<file path="config.mk">
export PLATFORM = sky130hd
export DESIGN_NAME = bus_decoder_rv32
export DESIGN_NICKNAME = d
export VERILOG_FILES = /design/src/rtl/bus_decoder_rv32.sv
export SDC_FILE = /design/constraint.sdc
export NUM_CORES = 1
export LEC_CHECK = 0
export ABC_AREA = 1
export CAP_MARGIN = 15
export CORE_AREA = 2 2 139 141
export DETAILED_ROUTE_END_ITERATION = 7
export DIE_AREA = 0 0 141 143
export HOLD_SLACK_MARGIN = 0.08
export PLACE_DENSITY_LB_ADDON = 0.3
export SETUP_SLACK_MARGIN = 0.02
export SLEW_MARGIN = 20
export SYNTH_ARGS = -nofsm -noshare
export SYNTH_HDL_FRONTEND = slang
export SYNTH_SLANG_ARGS = --single-unit
</file>
<file path="constraint.sdc">
create_clock -name clk_i -period 3.16 [get_ports clk_i]
set_clock_uncertainty 0.2 [all_clocks]
set_input_delay 0.948 -clock clk_i [delete_from_list [all_inputs] [get_ports clk_i]]
set_output_delay 0.948 -clock clk_i [all_outputs]
set_load 0.005 [all_outputs]
</file>
<file path="src/rtl/bus_decoder_rv32.sv">
// bus_decoder_rv32: address decoder placed directly after the RV32 CPU wrapper.
// - Decodes the one-cycle CPU address strobe into four slave regions.
//   The lowest region index wins when regions overlap.
// - Gates write enables and byte strobes to the selected slave in the same cycle.
// - Returns the selected slave's read data one cycle after the strobe.
// - Optional build macro BUS_DECODER_ERR_CAPTURE_EN adds unmapped-access debug
//   capture: a sticky flag, a saturating count and the last faulting address.
//   Without it the err_* outputs are tied to 0 and err_clear_i is ignored.
module bus_decoder_rv32 #(
  parameter int                         address_width = 32,
  parameter logic [address_width-1:0]   BASE0         = 32'h0000_0000,
  parameter logic [address_width-1:0]   MASK0         = 32'hFFFF_C000,
  parameter logic [address_width-1:0]   BASE1         = 32'h0000_8000,
  parameter logic [address_width-1:0]   MASK1         = 32'hFFFF_FF00,
  parameter logic [address_width-1:0]   BASE2         = 32'h0000_9000,
  parameter logic [address_width-1:0]   MASK2         = 32'hFFFF_FF00,
  parameter logic [address_width-1:0]   BASE3         = 32'h0000_A000,
  parameter logic [address_width-1:0]   MASK3         = 32'hFFFF_FF00,
  parameter logic [31:0]                UNMAPPED_DATA = 32'h0000_0000
) (
  input  logic                     clk_i,
  input  logic                     reset_i,
  input  logic [address_width-1:0] cpu_address_i,
  input  logic [31:0]              cpu_data_i,
  input  logic                     cpu_we_i,
  input  logic [3:0]               cpu_we_ram_i,
  output logic [31:0]              cpu_rdata_o,
  output logic [address_width-1:0] slave_addr_o,
  output logic [31:0]              slave_wdata_o,
  output logic [3:0]               slave_sel_o,
  output logic [3:0]               slave_we_o,
  output logic [3:0]               slave_wstrb_o,
  input  logic [127:0]             slave_rdata_i,
  input  logic                     err_clear_i,
  output logic                     err_valid_o,
  output logic [15:0]              err_count_o,
  output logic [address_width-1:0] err_addr_o
);

  localparam logic [3:0][address_width-1:0] LP_BASE = {BASE3, BASE2, BASE1, BASE0};
  localparam logic [3:0][address_width-1:0] LP_MASK = {MASK3, MASK2, MASK1, MASK0};

  logic [3:0]               w_hit;
  logic [3:0]               w_sel;
  logic [1:0]               w_sel_idx;
  logic                     w_hit_any;
  logic [address_width-1:0] w_offset;
  logic [1:0]               r_sel_q;
  logic                     r_hit_any_q;

  // Raw per-region match against base/mask
  always_comb begin
    w_hit = '0;
    for (int n = 0; n < 4; n++) begin
      w_hit[n] = ((cpu_address_i & LP_MASK[n]) == LP_BASE[n]);
    end
  end

  // Priority select: scan high to low so the lowest hitting region wins
  always_comb begin
    w_sel     = '0;
    w_sel_idx = '0;
    w_offset  = '0;
    for (int n = 3; n >= 0; n--) begin
      if (w_hit[n]) begin
        w_sel     = 4'(1 << n);
        w_sel_idx = 2'(n);
        w_offset  = cpu_address_i & ~LP_MASK[n];
      end
    end
  end

  assign w_hit_any     = |w_hit;
  assign slave_sel_o   = w_sel;
  assign slave_addr_o  = w_offset;
  assign slave_wdata_o = cpu_data_i;
  assign slave_we_o    = {4{cpu_we_i}} & w_sel;
  assign slave_wstrb_o = w_hit_any ? cpu_we_ram_i : 4'b0000;

  // Register the decode so read data lines up with the slaves' 1-cycle read
  always_ff @(posedge clk_i or posedge reset_i) begin
    if (reset_i) begin
      r_sel_q     <= '0;
      r_hit_any_q <= 1'b0;
    end else begin
      r_sel_q     <= w_sel_idx;
      r_hit_any_q <= w_hit_any;
    end
  end

  assign cpu_rdata_o = r_hit_any_q ? slave_rdata_i[{r_sel_q, 5'b00000} +: 32] : UNMAPPED_DATA;

`ifdef BUS_DECODER_ERR_CAPTURE_EN
  logic                     w_unmapped;
  logic                     r_err_valid;
  logic [15:0]              r_err_count;
  logic [address_width-1:0] r_err_addr;

  // Idle (address 0) is never an error
  assign w_unmapped = (cpu_address_i != '0) & ~w_hit_any;

  // Error capture; a new event in the clear cycle wins over the clear
  always_ff @(posedge clk_i or posedge reset_i) begin
    if (reset_i) begin
      r_err_valid <= 1'b0;
      r_err_count <= '0;
      r_err_addr  <= '0;
    end else if (w_unmapped) begin
      r_err_valid <= 1'b1;
      r_err_addr  <= cpu_address_i;
      if (err_clear_i)                  r_err_count <= 16'd1;
      else if (r_err_count != 16'hFFFF) r_err_count <= r_err_count + 16'd1;
    end else if (err_clear_i) begin
      r_err_valid <= 1'b0;
      r_err_count <= '0;
      r_err_addr  <= '0;
    end
  end

  assign err_valid_o = r_err_valid;
  assign err_count_o = r_err_count;
  assign err_addr_o  = r_err_addr;
`else
  logic w_unused_clear;
  assign w_unused_clear = err_clear_i;
  assign err_valid_o    = 1'b0;
  assign err_count_o    = '0;
  assign err_addr_o     = '0;
`endif

endmodule

</file>
==> results by group, run 1 <==
Worst setup path
  – Crit-path cells: buf_8 -> nor2_4 -> nand2_4 -> nor2_4 -> buf_6 -> nand3_2 -> nand2_2 -> nor2_4 -> buf_12 -> nor2_4 -> buf_2
  – Worst setup EP type: output port
  – Critical Path Sink: slave_addr_o[5]
  – Startpoint Class: input pin
  – CP Data Arrival Time: 2.03 ns
  – Slowest CP cell: buf_12
  – CP peak stage delay: 0.15 ns
  – Crit Path Class: in2out
  – Crit-path max FO: 8
  – CP required: 2.01 ns
  – CP Launch Point: cpu_address_i[22]
  – Most frequent CP cell: nor2_4

Route
  – Avg WL per Cell: 13.18 um
  – Pre-antenna DRT Iters: 4
  – DRT antenna net count: 0
  – DRT iter0 DRCs: 84
  – Via count: 3,242
  – # DRC: 0
  – Via/cell ratio: 3.635
  – Routed WL: 11,760 um

Pwr
  – Sequential fraction of design power: 7.0%
  – Power share of the clock group: 35.6%
  – PwrDens: 117.1 mW/mm2
  – Leak pwr: 2.256 nW
  – Logic gate share of total power: 57.4%
  – Max VDD drop: 0.0001168 V
  – Psw: 139.3 uW
  – Pint: 413.0 uW
  – Net Sw Frac: 25.22%

Final layout
  – Commonest non-fill, non-tap cell in the layout: clkdlybuf4s50_1
  – Post-route cell area: 0.004718 mm2
  – Fill cells: 2,122
  – Most frequent cells in the layout: clkdlybuf4s50_1, nor2_1, conb_1
  – Final nets: 859
  – Antenna fix cells: 0
  – Share of post-route cells with drive strength above 1: 29.18%
  – Area growth syn-to-layout: 94.28%

Global routing
  – Overall routing resource usage: 10.50%
  – Largest net degree at the start of global routing: 37
  – First-pass GRT wire length: 16,730 um
  – Initial antenna violation count: 0
  – Vias in the first global route: 3,085
  – GR Overflow Total: 0

Min path
  – HP Class: in2async

Flow run
  – Number of max-cap violations: 0

Logic synthesis
  – Synth top area share: 30.60%
  – Cell taking the most area after synthesis: buf_4
  – Synthesized flop and latch total: 3
  – Unique cell type count in the Yosys netlist: 25
  – Warnings, synthesis: 0
  – Synthesized area: 0.002429 mm2
  – Synth Instances: 446
  – Avg Inst Size Synth: 5.445 um2
  – Register area share after synthesis: 3.091%
  – Leading post-synthesis cells by cell area: buf_4, nor2_1, o21ai_0

Placement
  – Pre-CTS setup slack: -0.9925 ns
  – IO buf count: 224
  – Placed instance area: 0.004587 mm2
  – HPWL after DPL: 9409 um
  – Placer Congestion: 0.7818

Run status
  – Violations in the final reports: setup timing
  – Status: complete, but fails checks

Floorplanning
  – Std-Cell Rows: 50
  – Chip Width: 141 um
  – Die Ht: 143 um
  – Die ar.: 0.02016 mm2
  – Initial Utilization: 13.07%
  – Ports: 357
  – Core Box Area: 0.01858 mm2

Timing
  – Unrepaired setup endpoints after global routing: true
  – Final slew viol count: 0
  – # setup viols final: 10
  – Tmin final: 3.179 ns
  – Fin Hold WS: 0.7030 ns
  – Final hold vios: 0
  – Achievable Freq: 314.6 MHz
  – Final WS setup: -0.01915 ns
  – Period utilization: 100.6%

Clocking
  – Clk slew on worst S/H paths: 0.03 ns
  – Longest Clk Path Bufs: 2
  – TritonCTS clock tree: yes
  – Max H-tree Level: 1
  – Hold_buf cts: 0
  – CTS sink count: 3
  – Root buffer cell: clkbuf_16
  – Number of buffers created by CTS: 3
-- worst min path at each step --
stage	from	to
after floorplan	reset_i	r_hit_any_q
after global placement	reset_i	r_sel_q[1]
after detailed placement	reset_i	r_sel_q[1]
after CTS	reset_i	r_hit_any_q
after global routing	reset_i	r_hit_any_q
final	reset_i	r_hit_any_q
-- sequential cells by signal, summed over array words and instances (netlist names) --
name	cells
r_sel_q	2
r_hit_any_q	1
-- synthesized netlist by cell type --
cell type and count:
nor2_1 152, nand2_4 1, buf_2 11, buf_4 99, nand2_1 8, nor4_1 1
o21ai_1 16, clkbuf_1 12, nor2_4 13, nand3_1 2, or2_1 1, inv_1 27
nand4_1 1, dfrtp_1 3, buf_12 1, a21oi_1 32, o21ai_0 49, nor3_1 1
conb_1 1, inv_2 2, nor2_2 7, nor3_2 1, nand3_4 1, nand3_2 1
nand2_2 3
-- timing repair --
item                       CTS  global route
setup buffers               14             3
resized for setup          334            72
setup endpoints to repair   58            53
pin swaps                   59            38
-- critical path: cells and delay by family --
| family | cells | cell delay [ns] |
|---|---|---|
| buf+inv | 4 | 0.48 |
| simple gates | 7 | 0.59 |
-- cells by family (layout without fill, tap and decap cells) --
| kind of cell | count (synthesis) | in the layout | share of synthesized area, % |
|---|---|---|---|
| compound gates | 97 | 97 | 19.99 |
| flops | 3 | 3 | 3.091 |
| other cells | 1 | 67 | 0.1544 |
| buf+inv | 152 | 298 | 40.03 |
| simple gates | 193 | 193 | 36.73 |
-- stage by stage --
step | power (mW) | utilization (%) | setup TNS, ns | instances
2_1_floorplan | 0.2007 | - | 0 | 512
3_3_place_gp | 0.3316 | 24.69 | -30.15 | 872
3_5_place_dp | 0.3327 | 24.69 | -29.85 | 872
4_1_cts | 0.5493 | 25.31 | -0.2294 | 889
5_1_grt | 0.5916 | 25.39 | -0.8740 | 892
6_report | 0.5523 | 25.39 | -0.1473 | 892
-- layout make-up --
cell class,instances,area (um2),share of cell area [%]
clock buffer,4,78.83,1.671
inverter,29,108.9,2.307
sequential,3,76.32,1.618
timing repair buffer,265,2320,49.16
multi-input combinational,357,1842,39.03
tap,234,292.8,6.205
-- layer usage --
metal  part of all wire [%]  track usage (%)
met5                      0                0
met4                    1.0            2.316
met3                    9.7            3.186
met2                     49            18.95
met1                     40            12.26
-- power groups by stage --
| stage | sequential (mW) | combinational, mW | clock [mW] |
|---|---|---|---|
| detailed placement | 0.0391 | 0.294 | 0 |
| CTS | 0.0387 | 0.309 | 0.202 |
| floorplan | 0.0391 | 0.162 | 0 |
| finish | 0.0387 | 0.317 | 0.197 |
| global route | 0.0387 | 0.345 | 0.208 |
| global placement | 0.0391 | 0.292 | 0 |
(Power assumes the default switching activity.)
==> inputs of run 2 (changes only) <==
SKIP_LAST_GASP = 1   (was not set)
==> results by group, run 2 (same netlist as run 1, synthesis figures left out) <==
Route
  – Avg WL per Cell: 13.16 um (-0.17%)
  – DRT iter0 DRCs: 81 (-3.6%)
  – # DRC: 0 (unchanged)
  – DRT antenna net count: 0 (unchanged)
  – Routed WL: 11,740 um (-0.17%)
  – Pre-antenna DRT Iters: 4 (unchanged)
  – Via/cell ratio: 3.637 (about the same)
  – Via count: 3,244 (+0.062%)

Timing
  – Final WS setup: -0.01930 ns (-0.0001557 ns)
  – # setup viols final: 10 (unchanged)
  – Final hold vios: 0 (unchanged)
  – Unrepaired setup endpoints after global routing: true
  – Final slew viol count: 0 (unchanged)
  – Achievable Freq: 314.5 MHz (about the same)
  – Tmin final: 3.179 ns (+0.0001557 ns)
  – Period utilization: 100.6% (about the same)
  – Fin Hold WS: 0.7030 ns (unchanged)

Floorplanning
  – Initial Utilization: 13.07% (unchanged)
  – Die ar.: 0.02016 mm2 (unchanged)
  – Core Box Area: 0.01858 mm2 (unchanged)
  – Die Ht: 143 um (unchanged)
  – Chip Width: 141 um (unchanged)
  – Std-Cell Rows: 50 (unchanged)
  – Ports: 357 (unchanged)

Global routing
  – GR Overflow Total: 0 (unchanged)
  – Vias in the first global route: 3,089 (+0.13%)
  – Initial antenna violation count: 0 (unchanged)
  – Largest net degree at the start of global routing: 37 (unchanged)
  – First-pass GRT wire length: 16,750 um (about the same)
  – Overall routing resource usage: 10.51% (about the same)

Pwr
  – Final Power: 551.7 uW (-0.12%)
  – PwrDens: 117.0 mW/mm2 (about the same)
  – Power share of the clock group: 35.7% (about the same)
  – Pint: 412.8 uW (about the same)
  – Net Sw Frac: 25.17% (-0.046 points)
  – Leak pwr: 2.243 nW (-0.60%)
  – Sequential fraction of design power: 7.0% (about the same)
  – Max VDD drop: 0.0001168 V (about the same)
  – Psw: 138.9 uW (-0.30%)
  – Logic gate share of total power: 57.3% (about the same)

Placement
  – IO buf count: 224 (unchanged)
  – Pre-CTS setup slack: -0.9925 ns (unchanged)
  – HPWL after DPL: 9409 um (unchanged)
  – Placer Congestion: 0.7818 (unchanged)

Worst setup path
  – Worst setup EP type: output port
  – Crit-path max FO: 8 (unchanged)
  – Startpoint Class: input pin
  – Crit Path Class: in2out
  – CP required: 2.01 ns (about the same)
  – CP Data Arrival Time: 2.03 ns (about the same)

Final layout
  – Most frequent cells in the layout: clkdlybuf4s50_1, nor2_1, conb_1
  – Largest Register: r_sel_q
  – Final nets: 859 (unchanged)
  – Area growth syn-to-layout: 94.18% (about the same)
  – Antenna fix cells: 0 (unchanged)
  – Share of post-route cells with drive strength above 1: 29.03% (-0.15 points)
  – Max reg flops: 2 (unchanged)
  – Commonest non-fill, non-tap cell in the layout: clkdlybuf4s50_1
  – Biggest regs: r_sel_q (2), r_hit_any_q (1)

Clocking
  – Clk slew on worst S/H paths: 0.03 ns (about the same)
  – Number of buffers created by CTS: 3 (unchanged)
  – Longest Clk Path Bufs: 2 (unchanged)
  – Root buffer cell: clkbuf_16
  – Max H-tree Level: 1 (unchanged)
  – Hold_buf cts: 0 (unchanged)
  – CTS sink count: 3 (unchanged)
  – TritonCTS clock tree: yes

Flow run
  – Number of max-cap violations: 0 (unchanged)

Run status
  – Violations in the final reports: setup timing
  – Status: complete, but fails checks

Min path
  – HP Class: in2async
==> run 2: cell count changes in the layout (fill, tap and decap cells not counted), sizes merged <==
cell         previous run  this run
buf                   107       104
clkbuf                 19        21
dlygate4sd2             1         2
==> run 2: stage by stage <==
| step | area, um2 | util (%) | instances | setup TNS (ns) |
|---|---|---|---|---|
| final | 4716 | 25.38 | 892 | -0.1488 |
| after global routing | 4716 | 25.38 | 892 | -0.9791 |
| after CTS | 4703 | 25.31 | 889 | -0.2441 |
| after detailed placement | 4587 | 24.69 | 872 | -29.85 |
| after global placement | 4587 | 24.69 | 872 | -30.15 |
| after floorplan | 2676 | - | 512 | 0 |
==> run 2: path summary, 6_finish.rpt <==
| path | start | endpoint | slack [ns] | depth (start not counted) |
|---|---|---|---|---|
| max | cpu_address_i[22] | slave_addr_o[5] | -0.02 | 11 |
| min | reset_i | r_hit_any_q | 0.70 | 2 |
| max in group asynchronous | reset_i | r_sel_q[0] | 1.91 | 2 |
| min in group clk_i | cpu_address_i[14] | r_sel_q[0] | 1.15 | 7 |
==> run 2: worst max-delay path, stage by stage <==
cell	delay, ns
buf_8	0.10
nor2_4	0.11
nand2_4	0.08
nor2_4	0.12
buf_6	0.12
nand3_2	0.07
nand2_2	0.09
nor2_4	0.06
buf_12	0.15
nor2_4	0.06
buf_2	0.11
==> run 2: repair_timing <==
item / CTS / global route
hold endpoints to repair: 0 / 0
pin swaps: 59 / 35
setup endpoints to repair: 58 / 53
gates resized for setup: 329 / 66
buffers inserted: 14 / 3
==> run 2: area by class of cell <==
class                      instances  area [um2]
fill                            2123       13860
tap                              234       292.8
sequential                         3       76.32
timing repair buffer             265        2323
multi-input combinational        357        1836
inverter                          29       108.9
clock buffer                       4       78.83
==> run 2: power groups by stage <==
stage,logic [mW],registers [mW],clock network [mW]
3_3_place_gp,0.292,0.0391,0
4_1_cts,0.308,0.0387,0.202
2_1_floorplan,0.162,0.0391,0
5_1_grt,0.344,0.0387,0.208
6_report,0.316,0.0387,0.197
3_5_place_dp,0.294,0.0391,0
==> run 2: routing by layer <==
metal  part of all wire, %  global-route usage (%)  wire [um]  vias up
met2                    49                   18.97       5810      181
met3                   9.6                   3.186       1122        8
met5                     0                       0          0        -
met4                   1.0                   2.316        123        0
li1                      -                       -          -     1651
met1                    40                   12.26       4683     1404
==> inputs of run 3 (changes only) <==
--- a/config.mk
+++ b/config.mk
@@ -12,2 +12,3 @@
 export DIE_AREA = 0 0 141 143
+export DONT_BUFFER_PORTS = 1
 export HOLD_SLACK_MARGIN = 0.08
@@ -20 +21,2 @@
 export SYNTH_SLANG_ARGS = --single-unit
+export TNS_END_PERCENT = 10
--- a/constraint.sdc
+++ b/constraint.sdc
@@ -4,2 +4,2 @@
 set_output_delay 0.948 -clock clk_i [all_outputs]
-set_load 0.005 [all_outputs]
+set_load 0.01 [all_outputs]
==> results by group, run 3 (same netlist as run 1, synthesis figures left out) <==
Run status
  – Status: completed

Route
  – Routed WL: 9034 um (-23%)
  – Via/cell ratio: 3.762 (+3.5%)
  – DRT iter0 DRCs: 127 (+57%)
  – Avg WL per Cell: 13.94 um (+5.9%)
  – Via count: 2,438 (-25%)
  – DRT antenna net count: 0 (unchanged)
  – # DRC: 0 (unchanged)
  – Pre-antenna DRT Iters: 4 (unchanged)

Floorplanning
  – Initial Utilization: 13.07% (unchanged)
  – Ports: 357 (unchanged)
  – Die ar.: 0.02016 mm2 (unchanged)
  – Core Box Area: 0.01858 mm2 (unchanged)
  – Die Ht: 143 um (unchanged)
  – Std-Cell Rows: 50 (unchanged)
  – Chip Width: 141 um (unchanged)

Placement
  – Placer Congestion: 0.7032 (-10%)
  – Pre-CTS setup slack: 0.1324 ns (+1.125 ns)
  – HPWL after DPL: 7696 um (-18%)
  – IO buf count: 0 (-100%)
  – Inst Count DP: 644 (-26%)

Final layout
  – Max reg flops: 2 (unchanged)
  – Fill cells: 2,215 (+4.3%)
  – Commonest non-fill, non-tap cell in the layout: nor2_1
  – FF+latch area: 76.32 um2 (unchanged)
  – Biggest regs: r_sel_q (2), r_hit_any_q (1)
  – Area occupied by multi-input gates: 0.001629 mm2 (-11%)
  – Antenna fix cells: 0 (unchanged)
  – Post-route insts no fill: 648 (-27%)
  – Largest Register: r_sel_q
  – Final nets: 615 (-28%)
  – Most frequent cells in the layout: nor2_1, conb_1, o21ai_0
  – Area growth syn-to-layout: -1.442%
  – Share of post-route cells with drive strength above 1: 13.04% (-16 points)

Worst setup path
  – CP required: 2.01 ns (about the same)
  – Crit-path max FO: 9 (+1)
  – Startpoint Class: input pin
  – Crit Path Class: in2out
  – CP Launch Point: cpu_address_i[23]
  – Worst setup EP type: output port
  – Critical Path Sink: slave_addr_o[0]
  – CP Data Arrival Time: 1.86 ns (-0.17 ns)

Global routing
  – Vias in the first global route: 2,143 (-31%)
  – First-pass GRT wire length: 11,600 um (-31%)
  – Largest net degree at the start of global routing: 53 (+43%)
  – GR Overflow Total: 0 (unchanged)
  – Overall routing resource usage: 7.671% (-2.8 points)
  – Initial antenna violation count: 0 (unchanged)

Clocking
  – Longest Clk Path Bufs: 2 (unchanged)
  – TritonCTS clock tree: yes
  – Hold_buf cts: 0 (unchanged)
  – Number of buffers created by CTS: 3 (unchanged)
  – Root buffer cell: clkbuf_16
  – Post-CTS Setup Inserts: 0 (-14)
  – Max H-tree Level: 1 (unchanged)
  – Post-cts resize count: 0 (-100%)
  – Clk slew on worst S/H paths: 0.03 ns (about the same)
  – CTS sink count: 3 (unchanged)

Timing
  – Final slew viol count: 0 (unchanged)
  – # setup viols final: 0 (-10)
  – Setup TNS: 0 ns (+0.1488 ns)
  – Unrepaired setup endpoints after global routing: false
  – Achievable Freq: 332.8 MHz (+5.8%)
  – Final WS setup: 0.1552 ns (+0.1745 ns)
  – Final hold vios: 0 (unchanged)
  – Tmin final: 3.005 ns (-0.1745 ns)
  – Period utilization: 95.09% (-5.5 points)

Pwr
  – Max VDD drop: 0.0001223 V (+4.7%)
  – PwrDens: 141.5 mW/mm2 (+21%)
  – Leak pwr: 1.065 nW (-53%)

Min path
  – HP Class: in2async

Flow run
  – Number of max-cap violations: 0 (unchanged)
-- run 3: cell types whose count changed in the layout (fill, tap and decap cells not counted), moves of 5 or more --
cell,before,now
clkdlybuf4s50_1,136,0
buf_2,51,0
nor2_1,133,152
buf_6,17,0
clkbuf_2,17,0
o21ai_0,32,49
nor2_4,28,13
o21ai_1,30,16
buf_4,30,17
nand2_1,1,8
dlymetal6s2s_1,5,0
-- run 3: metrics by stage --
| step | hold WS [ns] | util (%) | instance area [um2] | power [mW] |
|---|---|---|---|---|
| after floorplan | 0.5016 | - | 2676 | 0.2282 |
| after global placement | 0.5119 | 12.46 | 2315 | 0.1348 |
| after detailed placement | 0.5142 | 12.46 | 2315 | 0.1357 |
| final | 0.2790 | 12.88 | 2394 | 0.3387 |
| after CTS | 0.2792 | 12.88 | 2394 | 0.3405 |
| after global routing | 0.2813 | 12.88 | 2394 | 0.3651 |
-- run 3: per-layer routing --
layer / global-route usage [%] / vias up / routed length (um)
li1: - / 1164 / -
met1: 8.557 / 1056 / 3427
met2: 13.89 / 200 / 4354
met3: 1.911 / 18 / 970
met4: 3.263 / 0 / 281
met5: 0 / - / 0
-- run 3: power breakdown --
group          leakage (nW)  switching (mW)  internal, mW  total (mW)
Combinational         0.987          0.0754        0.0230      0.0985
Clock                0.0382          0.0350         0.167       0.201
Sequential           0.0403    0.0000000322        0.0387      0.0387
-- run 3: cell type report --
type	count	share of cell area (%)
inverter	29	4.548
sequential	3	3.189
tap	234	12.23
multi-input combinational	357	68.06
clock buffer	4	3.293
timing repair buffer	21	8.677
-- run 3: worst min-delay path by stage --
stage,end,cells past startpoint,slack (ns)
6_report,r_sel_q[1],1,0.28
5_1_grt,r_sel_q[1],1,0.28
4_1_cts,r_hit_any_q,1,0.28
3_5_place_dp,r_sel_q[1],1,0.51
3_3_place_gp,r_sel_q[1],1,0.51
2_1_floorplan,r_hit_any_q,1,0.50
-- run 3: critical path, stage by stage --
cell     delay [ns]
nor2_1         0.09
nand2_1        0.12
nor2_4         0.17
nand3_1        0.10
nand2_2        0.10
nor2_4         0.06
buf_12         0.15
nor2_4         0.11
